==> config.mk <==
export PLATFORM = sky130hd
export DESIGN_NAME = shared_aes_io
export DESIGN_NICKNAME = d
export VERILOG_FILES = /design/src/rtl/shared_aes_pkg.sv /design/src/rtl/share_shift_reg.sv /design/src/rtl/shared_aes_io.sv
export SDC_FILE = /design/constraint.sdc
export NUM_CORES = 2
export LEC_CHECK = 0
export CORE_AREA = 2 2 324 326
export DETAILED_ROUTE_END_ITERATION = 12
export DIE_AREA = 0 0 326 328
export PLACE_DENSITY_LB_ADDON = 0.1
export SLEW_MARGIN = 15
export SYNTH_ARGS = -nofsm -noshare
export SYNTH_HDL_FRONTEND = slang
export SYNTH_SLANG_ARGS = --single-unit
export TNS_END_PERCENT = 50
==> constraint.sdc <==
create_clock -name clk -period 39.1 [get_ports clk]
set_input_delay 7.82 -clock clk [delete_from_list [all_inputs] [get_ports clk]]
set_output_delay 7.82 -clock clk [all_outputs]
set_load 0.05 [all_outputs]
==> src/rtl/shared_aes_pkg.sv <==
// rtl/shared_aes_pkg.sv - shared constants, FSM state type and parameter helpers for shared_aes_io
package shared_aes_pkg;
    localparam int BLOCK_BITS = 128;
    localparam int BYTE_BITS  = 8;

    typedef enum logic [2:0] {
        IDLE,
        LOAD,
        START,
        WAIT,
        UNLOAD
    } state_t;

    function automatic int beats(input int lane_bytes);
        return 16 / lane_bytes;
    endfunction

    function automatic bit lane_bytes_legal(input int lane_bytes);
        return (lane_bytes == 1) || (lane_bytes == 2) || (lane_bytes == 4) ||
               (lane_bytes == 8) || (lane_bytes == 16);
    endfunction
endpackage

==> src/rtl/share_shift_reg.sv <==
// rtl/share_shift_reg.sv - per-share register with parallel load and lane-wide left shift
module share_shift_reg #(
    parameter int WIDTH   = 128,
    parameter int LANE    = 8,
    parameter int NSHARES = 2
) (
    input  logic                     clk,
    input  logic                     rst,
    input  logic                     load_en,
    input  logic [WIDTH*NSHARES-1:0] load_data,
    input  logic                     shift_en,
    input  logic [LANE*NSHARES-1:0]  shift_data,
    output logic [WIDTH*NSHARES-1:0] q
);
    logic [WIDTH*NSHARES-1:0] data_q, data_d;

    // New lanes enter at the LSB end, so the first lane shifted in ends up on top.
    always_comb begin
        data_d = data_q;
        if (load_en) begin
            data_d = load_data;
        end else if (shift_en) begin
            for (int s = 0; s < NSHARES; s++) begin
                data_d[s*WIDTH +: WIDTH] = (data_q[s*WIDTH +: WIDTH] << LANE) |
                                           WIDTH'(shift_data[s*LANE +: LANE]);
            end
        end
    end

    always_ff @(posedge clk or posedge rst) begin
        if (rst) begin
            data_q <= '0;
        end else begin
            data_q <= data_d;
        end
    end

    assign q = data_q;
endmodule

==> src/rtl/shared_aes_io.sv <==
// rtl/shared_aes_io.sv - serial share loader with optional re-masking, core launcher and ciphertext unloader
module shared_aes_io
    import shared_aes_pkg::*;
#(
    parameter int NSHARES    = 2,
    parameter int LANE_BYTES = 1,
    parameter int REFRESH    = 1
) (
    input  logic                                           clk,
    input  logic                                           reset,
    input  logic                                           go,
    input  logic                                           in_valid,
    output logic                                           in_ready,
    input  logic [BYTE_BITS*LANE_BYTES*NSHARES-1:0]        pt_in,
    input  logic [BYTE_BITS*LANE_BYTES*NSHARES-1:0]        key_in,
    input  logic [2*BYTE_BITS*LANE_BYTES*(NSHARES-1)-1:0]  rnd,
    output logic                                           core_start,
    output logic [BLOCK_BITS*NSHARES-1:0]                  core_pt,
    output logic [BLOCK_BITS*NSHARES-1:0]                  core_key,
    input  logic                                           core_done,
    input  logic [BLOCK_BITS*NSHARES-1:0]                  core_ct,
    output logic                                           out_valid,
    input  logic                                           out_ready,
    output logic [BYTE_BITS*LANE_BYTES*NSHARES-1:0]        out_data,
    output logic                                           out_last,
    output logic                                           busy
);
    localparam int LW    = BYTE_BITS * LANE_BYTES;
    localparam int BW    = LW * NSHARES;
    localparam int SW    = BLOCK_BITS * NSHARES;
    localparam int RH    = LW * (NSHARES - 1);
    localparam int BEATS = beats(LANE_BYTES);
    localparam int CW    = (BEATS > 1) ? $clog2(BEATS) : 1;
    localparam logic [CW-1:0] LAST_BEAT = CW'(BEATS - 1);

    if (!lane_bytes_legal(LANE_BYTES)) begin : g_lane_bytes_check
        $error("LANE_BYTES must be 1, 2, 4, 8 or 16");
    end

    state_t         state_q, state_d;
    logic [CW-1:0]  cnt_q, cnt_d;
    logic           in_fire, ct_load, ct_shift;
    logic [BW-1:0]  pt_mix, key_mix;
    logic [LW-1:0]  pt_acc, key_acc;
    logic [SW-1:0]  ct_q;
    logic           unused_ct_tail;

    always_comb begin
        state_d    = state_q;
        cnt_d      = cnt_q;
        in_ready   = 1'b0;
        core_start = 1'b0;
        out_valid  = 1'b0;
        out_last   = 1'b0;
        busy       = 1'b1;
        case (state_q)
            IDLE: begin
                busy = 1'b0;
                if (go) begin
                    state_d = LOAD;
                    cnt_d   = '0;
                end
            end
            LOAD: begin
                in_ready = 1'b1;
                if (in_valid) begin
                    if (cnt_q == LAST_BEAT) begin
                        state_d = START;
                        cnt_d   = '0;
                    end else begin
                        cnt_d = cnt_q + 1'b1;
                    end
                end
            end
            START: begin
                core_start = 1'b1;
                state_d    = WAIT;
            end
            WAIT: begin
                if (core_done) begin
                    state_d = UNLOAD;
                    cnt_d   = '0;
                end
            end
            UNLOAD: begin
                out_valid = 1'b1;
                out_last  = (cnt_q == LAST_BEAT);
                if (out_ready) begin
                    if (cnt_q == LAST_BEAT) begin
                        state_d = IDLE;
                        cnt_d   = '0;
                    end else begin
                        cnt_d = cnt_q + 1'b1;
                    end
                end
            end
            default: begin
                state_d = IDLE;
                cnt_d   = '0;
            end
        endcase
    end

    always_ff @(posedge clk or posedge reset) begin
        if (reset) begin
            state_q <= IDLE;
            cnt_q   <= '0;
        end else begin
            state_q <= state_d;
            cnt_q   <= cnt_d;
        end
    end

    assign in_fire  = in_ready & in_valid;
    assign ct_load  = (state_q == WAIT) & core_done;
    assign ct_shift = out_valid & out_ready;

    // Last share absorbs every chunk so the XOR across shares is preserved.
    always_comb begin
        pt_mix  = pt_in;
        key_mix = key_in;
        pt_acc  = '0;
        key_acc = '0;
        if (REFRESH != 0) begin
            for (int s = 0; s < NSHARES - 1; s++) begin
                pt_mix[s*LW +: LW]  = pt_in[s*LW +: LW] ^ rnd[s*LW +: LW];
                key_mix[s*LW +: LW] = key_in[s*LW +: LW] ^ rnd[RH + s*LW +: LW];
                pt_acc  = pt_acc ^ rnd[s*LW +: LW];
                key_acc = key_acc ^ rnd[RH + s*LW +: LW];
            end
            pt_mix[(NSHARES-1)*LW +: LW]  = pt_in[(NSHARES-1)*LW +: LW] ^ pt_acc;
            key_mix[(NSHARES-1)*LW +: LW] = key_in[(NSHARES-1)*LW +: LW] ^ key_acc;
        end
    end

    share_shift_reg #(.WIDTH(BLOCK_BITS), .LANE(LW), .NSHARES(NSHARES)) u_pt (
        .clk        (clk),
        .rst        (reset),
        .load_en    (1'b0),
        .load_data  ({SW{1'b0}}),
        .shift_en   (in_fire),
        .shift_data (pt_mix),
        .q          (core_pt)
    );

    share_shift_reg #(.WIDTH(BLOCK_BITS), .LANE(LW), .NSHARES(NSHARES)) u_key (
        .clk        (clk),
        .rst        (reset),
        .load_en    (1'b0),
        .load_data  ({SW{1'b0}}),
        .shift_en   (in_fire),
        .shift_data (key_mix),
        .q          (core_key)
    );

    share_shift_reg #(.WIDTH(BLOCK_BITS), .LANE(LW), .NSHARES(NSHARES)) u_ct (
        .clk        (clk),
        .rst        (reset),
        .load_en    (ct_load),
        .load_data  (core_ct),
        .shift_en   (ct_shift),
        .shift_data ({BW{1'b0}}),
        .q          (ct_q)
    );

    for (genvar s = 0; s < NSHARES; s++) begin : g_out_lane
        assign out_data[s*LW +: LW] = ct_q[s*BLOCK_BITS + BLOCK_BITS - LW +: LW];
    end

    assign unused_ct_tail = ^ct_q;
endmodule

==> metrics.md <==
| Metric | Value |
|---|---|
| Die Wd | `roughly 330 microns` |
| Slowest cell on the critical path | `buf_4` |
| Largest family of logic cells by synthesized area | `multiplexers` |
| Share of cells above drive strength 1 | `approximately 18%` |
| Capturing point of the worst reg2reg path | `u_key.q[184]` |
| GR Overflow Total | `0` |
| Relative slew slack | `25.7%` |
| Dpl hpwl | `76500 microns` |
| Fin util | `between 40 and 50%` |
| PnR worst setup slack | `approximately 27 ns` |
| Max incr delay on CP | `0.85 ns` |
| RSZ-0062 raised after global routing | `no` |
| Xor/xnor share of the synthesized area | `0.923%` |
| Largest net degree at the start of global routing | `roughly 250` |
| Post-layout min period | `12.26 ns` |
| Clock Path Buffers | `3` |
| Detail Route Antenna Nets | `0` |
| FF-to-FF Start | `state_q[0]` |
| GP Congestion | `0.823` |
| Core Footprint | `103000 sq um` |
| Max VDD drop | `67.7 uV` |
| Initial antenna violation count | `22` |
| Ys Warns | `0` |
| Final hold viol count | `0` |
| Drt via density | `between 4 and 5` |
| Compound-Gate Fraction of Synth Area | `under 10%` |
| Adder and majority gate portion of the synthesized area | `less than 1%` |
| TritonCTS buffer count | `90` |
| Post-CTS Setup Bufs | `0` |
| Leakage | `18.5 nW` |
| Post-synthesis net count | `2611` |
| WS Path Type | `in2async` |
| Die Y | `around 330 microns` |
| Fin crit share | `approximately a third` |
| Least-Margin Pin Slew | `between 1 and 1.5 ns` |
| Clock transition at the registers of the reported paths | `roughly 0.060 ns` |
| Max Transition Viols Final | `0` |
| Post-synthesis sequential area ratio | `61.9%` |
| Top-area cell type share of the netlist area | `61.9%` |
| Clock latency at the later pin of the worst-skew pair | `0.66 ns` |
| Finished Cell Area | `43700 sq um` |
| Hold Path Class | `reg2reg` |
| Critical Path RT | `approximately 40 ns` |
| WL final | `between 100000 and 150000 microns` |
| Initial DRC count | `about 1100` |
| Global-route wire length before repair | `155000 microns` |
| Largest fanout on the critical path | `between 100 and 150` |
| CP Data Arrival Time | `12.94 ns` |
| DIE AREA | `about 110000 sq um` |
| Most frequent CP cell | `buf_4` |
| Worst hold stages | `2` |
| Post-synth ARST share | `100%` |
| Final net count | `3406` |
| R2r worst-path depth | `7` |
| Reg2Reg Setup Slack | `34.07 ns` |
| Critical path cell sequence | `clkdlybuf4s50_1 -> inv_8 -> buf_4 -> buf_4 -> buf_4 -> buf_4 -> buf_4` |
| Area delta synth->final | `39.4%` |
| Row count | `118` |
| Placed cell area | `40700 sq um` |
| 1st-pass router iterations | `5` |
| CTS tree | `done` |
| Post-Synthesis Cells | `2300` |
| Hold Crit Start | `u_ct.q[97]` |
| Startpoint types | `input port` |
| Initial Util | `30.3%` |
| Synth Flop Type | `dfrtp_1` |
| #FFs+latches synth | `775` |
| Top Family by Delay on Critical Path | `buffers and inverters` |
| Yosys top cell by area | `dfrtp_1` |
| Vias in the first global route | `~22000` |
| Proportion of synthesized area in mux cells | `about 25%` |
| Finish-stage setup viols | `0` |
| Port Buf Inserts | `842` |
| Max Clk Rate | `just over 80 MHz` |
| Htree depth | `3` |
| Worst Skew | `0.0225 ns` |
| Worst slack, placed | `25.78 ns` |
| Via count | `20700` |
| Hold_buf cts | `0` |
| Status | `finished, final reports clean` |
| Area share of and/or/nand/nor cells after synthesis | `approximately 3.8%` |
| DRC Markers | `0` |
| Synth area leaders | `dfrtp_1 62%, mux2_2 14%, mux2i_1 7.7%` |
| Post-Syn Area per Cell | `13.6 sq um` |
| Post-synth EDFFs | `0` |
| CTS root buf | `clkbuf_16` |
| WL/cell | `roughly 23 microns` |
| TNS Setup | `0 ns` |
| Hold Path End | `u_ct.q[97]` |
| Total Routing Usage GR | `just under 20%` |
| Yosys cell types | `39` |
| Pwr Density | `between 100 and 150 nW/um^2` |
| Clock sinks | `775` |
| Type of destination of the critical path | `asynchronous set/reset pin` |
| Post-Synthesis Cell Area | `31300 sq um` |
| # Max-Cap Violations | `0` |
| Post-cts repair resize count | `0` |
| Boundary Pins | `843` |
| Buf+Inv Stages, Crit Path | `7` |
how the worst max path moves through the flow:
stage,startpoint,endpoint,cells past startpoint
after global routing,reset,u_ct.q[227],7
after global placement,reset,u_ct.q[227],7
final,reset,u_ct.q[235],7
after detailed placement,reset,u_ct.q[227],7
after floorplan,reset,cnt_q[0],1
after CTS,reset,u_ct.q[227],7
stage by stage:
| step | cells | hold slack [ns] | total power [W] |
|---|---|---|---|
| 2_1_floorplan | 2300 | 0.449 | 0.00278 |
| 3_3_place_gp | 4383 | 0.462 | 0.00358 |
| 3_5_place_dp | 4383 | 0.469 | 0.00360 |
| 4_1_cts | 4544 | 0.482 | 0.00445 |
| 5_1_grt | 4547 | 0.494 | 0.00462 |
| 6_report | 4552 | 0.477 | 0.00439 |
where the power goes:
group	internal, W	switching, W
registers	0.00114	0.000270
logic	0.000770	0.00138
clock network	0.000482	0.000344
placed cells by master (no fill, tap or decap), types with 23 or more instances in the layout:
cell type and n:
mux2i_1 240, nor2_1 42, xnor2_1 32, dfrtp_1 775, o21ai_0 241, clkdlybuf4s50_1 842
clkbuf_8 23, clkbuf_16 92, nand2_1 243, mux2_2 389, mux2_1 93, a21oi_1 33
flip-flops by register name (all words and copies together), names as in the netlist:
name	cells
cnt_q	4
u_ct.q	256
state_q	3
u_pt.q	256
u_key.q	256
final cells by class:
| cell class | instances | area (sq um) |
|---|---|---|
| diodes | 8 | 20.0 |
| clock buffers | 131 | 2680 |
| clock inverters | 30 | 239 |
| fillers | 9545 | 59500 |
| inverters | 5 | 26.3 |
| multi-input cells | 1358 | 10900 |
| flip-flops and latches | 775 | 19400 |
| well taps | 1380 | 1730 |
| repair buffers | 865 | 8640 |
worst reg2reg max path, stage by stage, from the launching register on:
cell and delay, ns:
dfrtp_1 0.61, nand2b_1 0.19, nor3b_4 0.25, buf_4 0.79, buf_4 0.94, buf_12 0.57
buf_4 1.06, mux2_2 0.51
metal layers:
metal | routed length, microns | up-vias | track usage [%]
met4 | 3190 | 20 | 5.97
met5 | 135 | - | 0
met1 | 40900 | 10300 | 22.4
met3 | 10100 | 151 | 8.79
met2 | 50400 | 658 | 32.1
li1 | - | 9609 | -
cells by family after synthesis:
kind of cell    after synthesis
fa+ha+maj                     1
compound gates              301
flops                       775
simple gates                301
mux                         722
buf+inv                     167
xor+xnor                     33
Yosys cell counts (2+ instances only):
| master | instances |
|---|---|
| clkbuf_1 | 27 |
| inv_1 | 4 |
| a21oi_1 | 33 |
| nand2_1 | 243 |
| a211o_1 | 2 |
| o21ai_0 | 241 |
| mux2i_1 | 240 |
| a22o_1 | 17 |
| dfrtp_1 | 775 |
| xnor2_1 | 32 |
| buf_6 | 11 |
| nand3_1 | 3 |
| buf_2 | 66 |
| buf_4 | 57 |
| nor2_1 | 42 |
| nor3_1 | 4 |
| mux2_1 | 93 |
| mux2_2 | 389 |
Power figures use the tool's default switching activity.
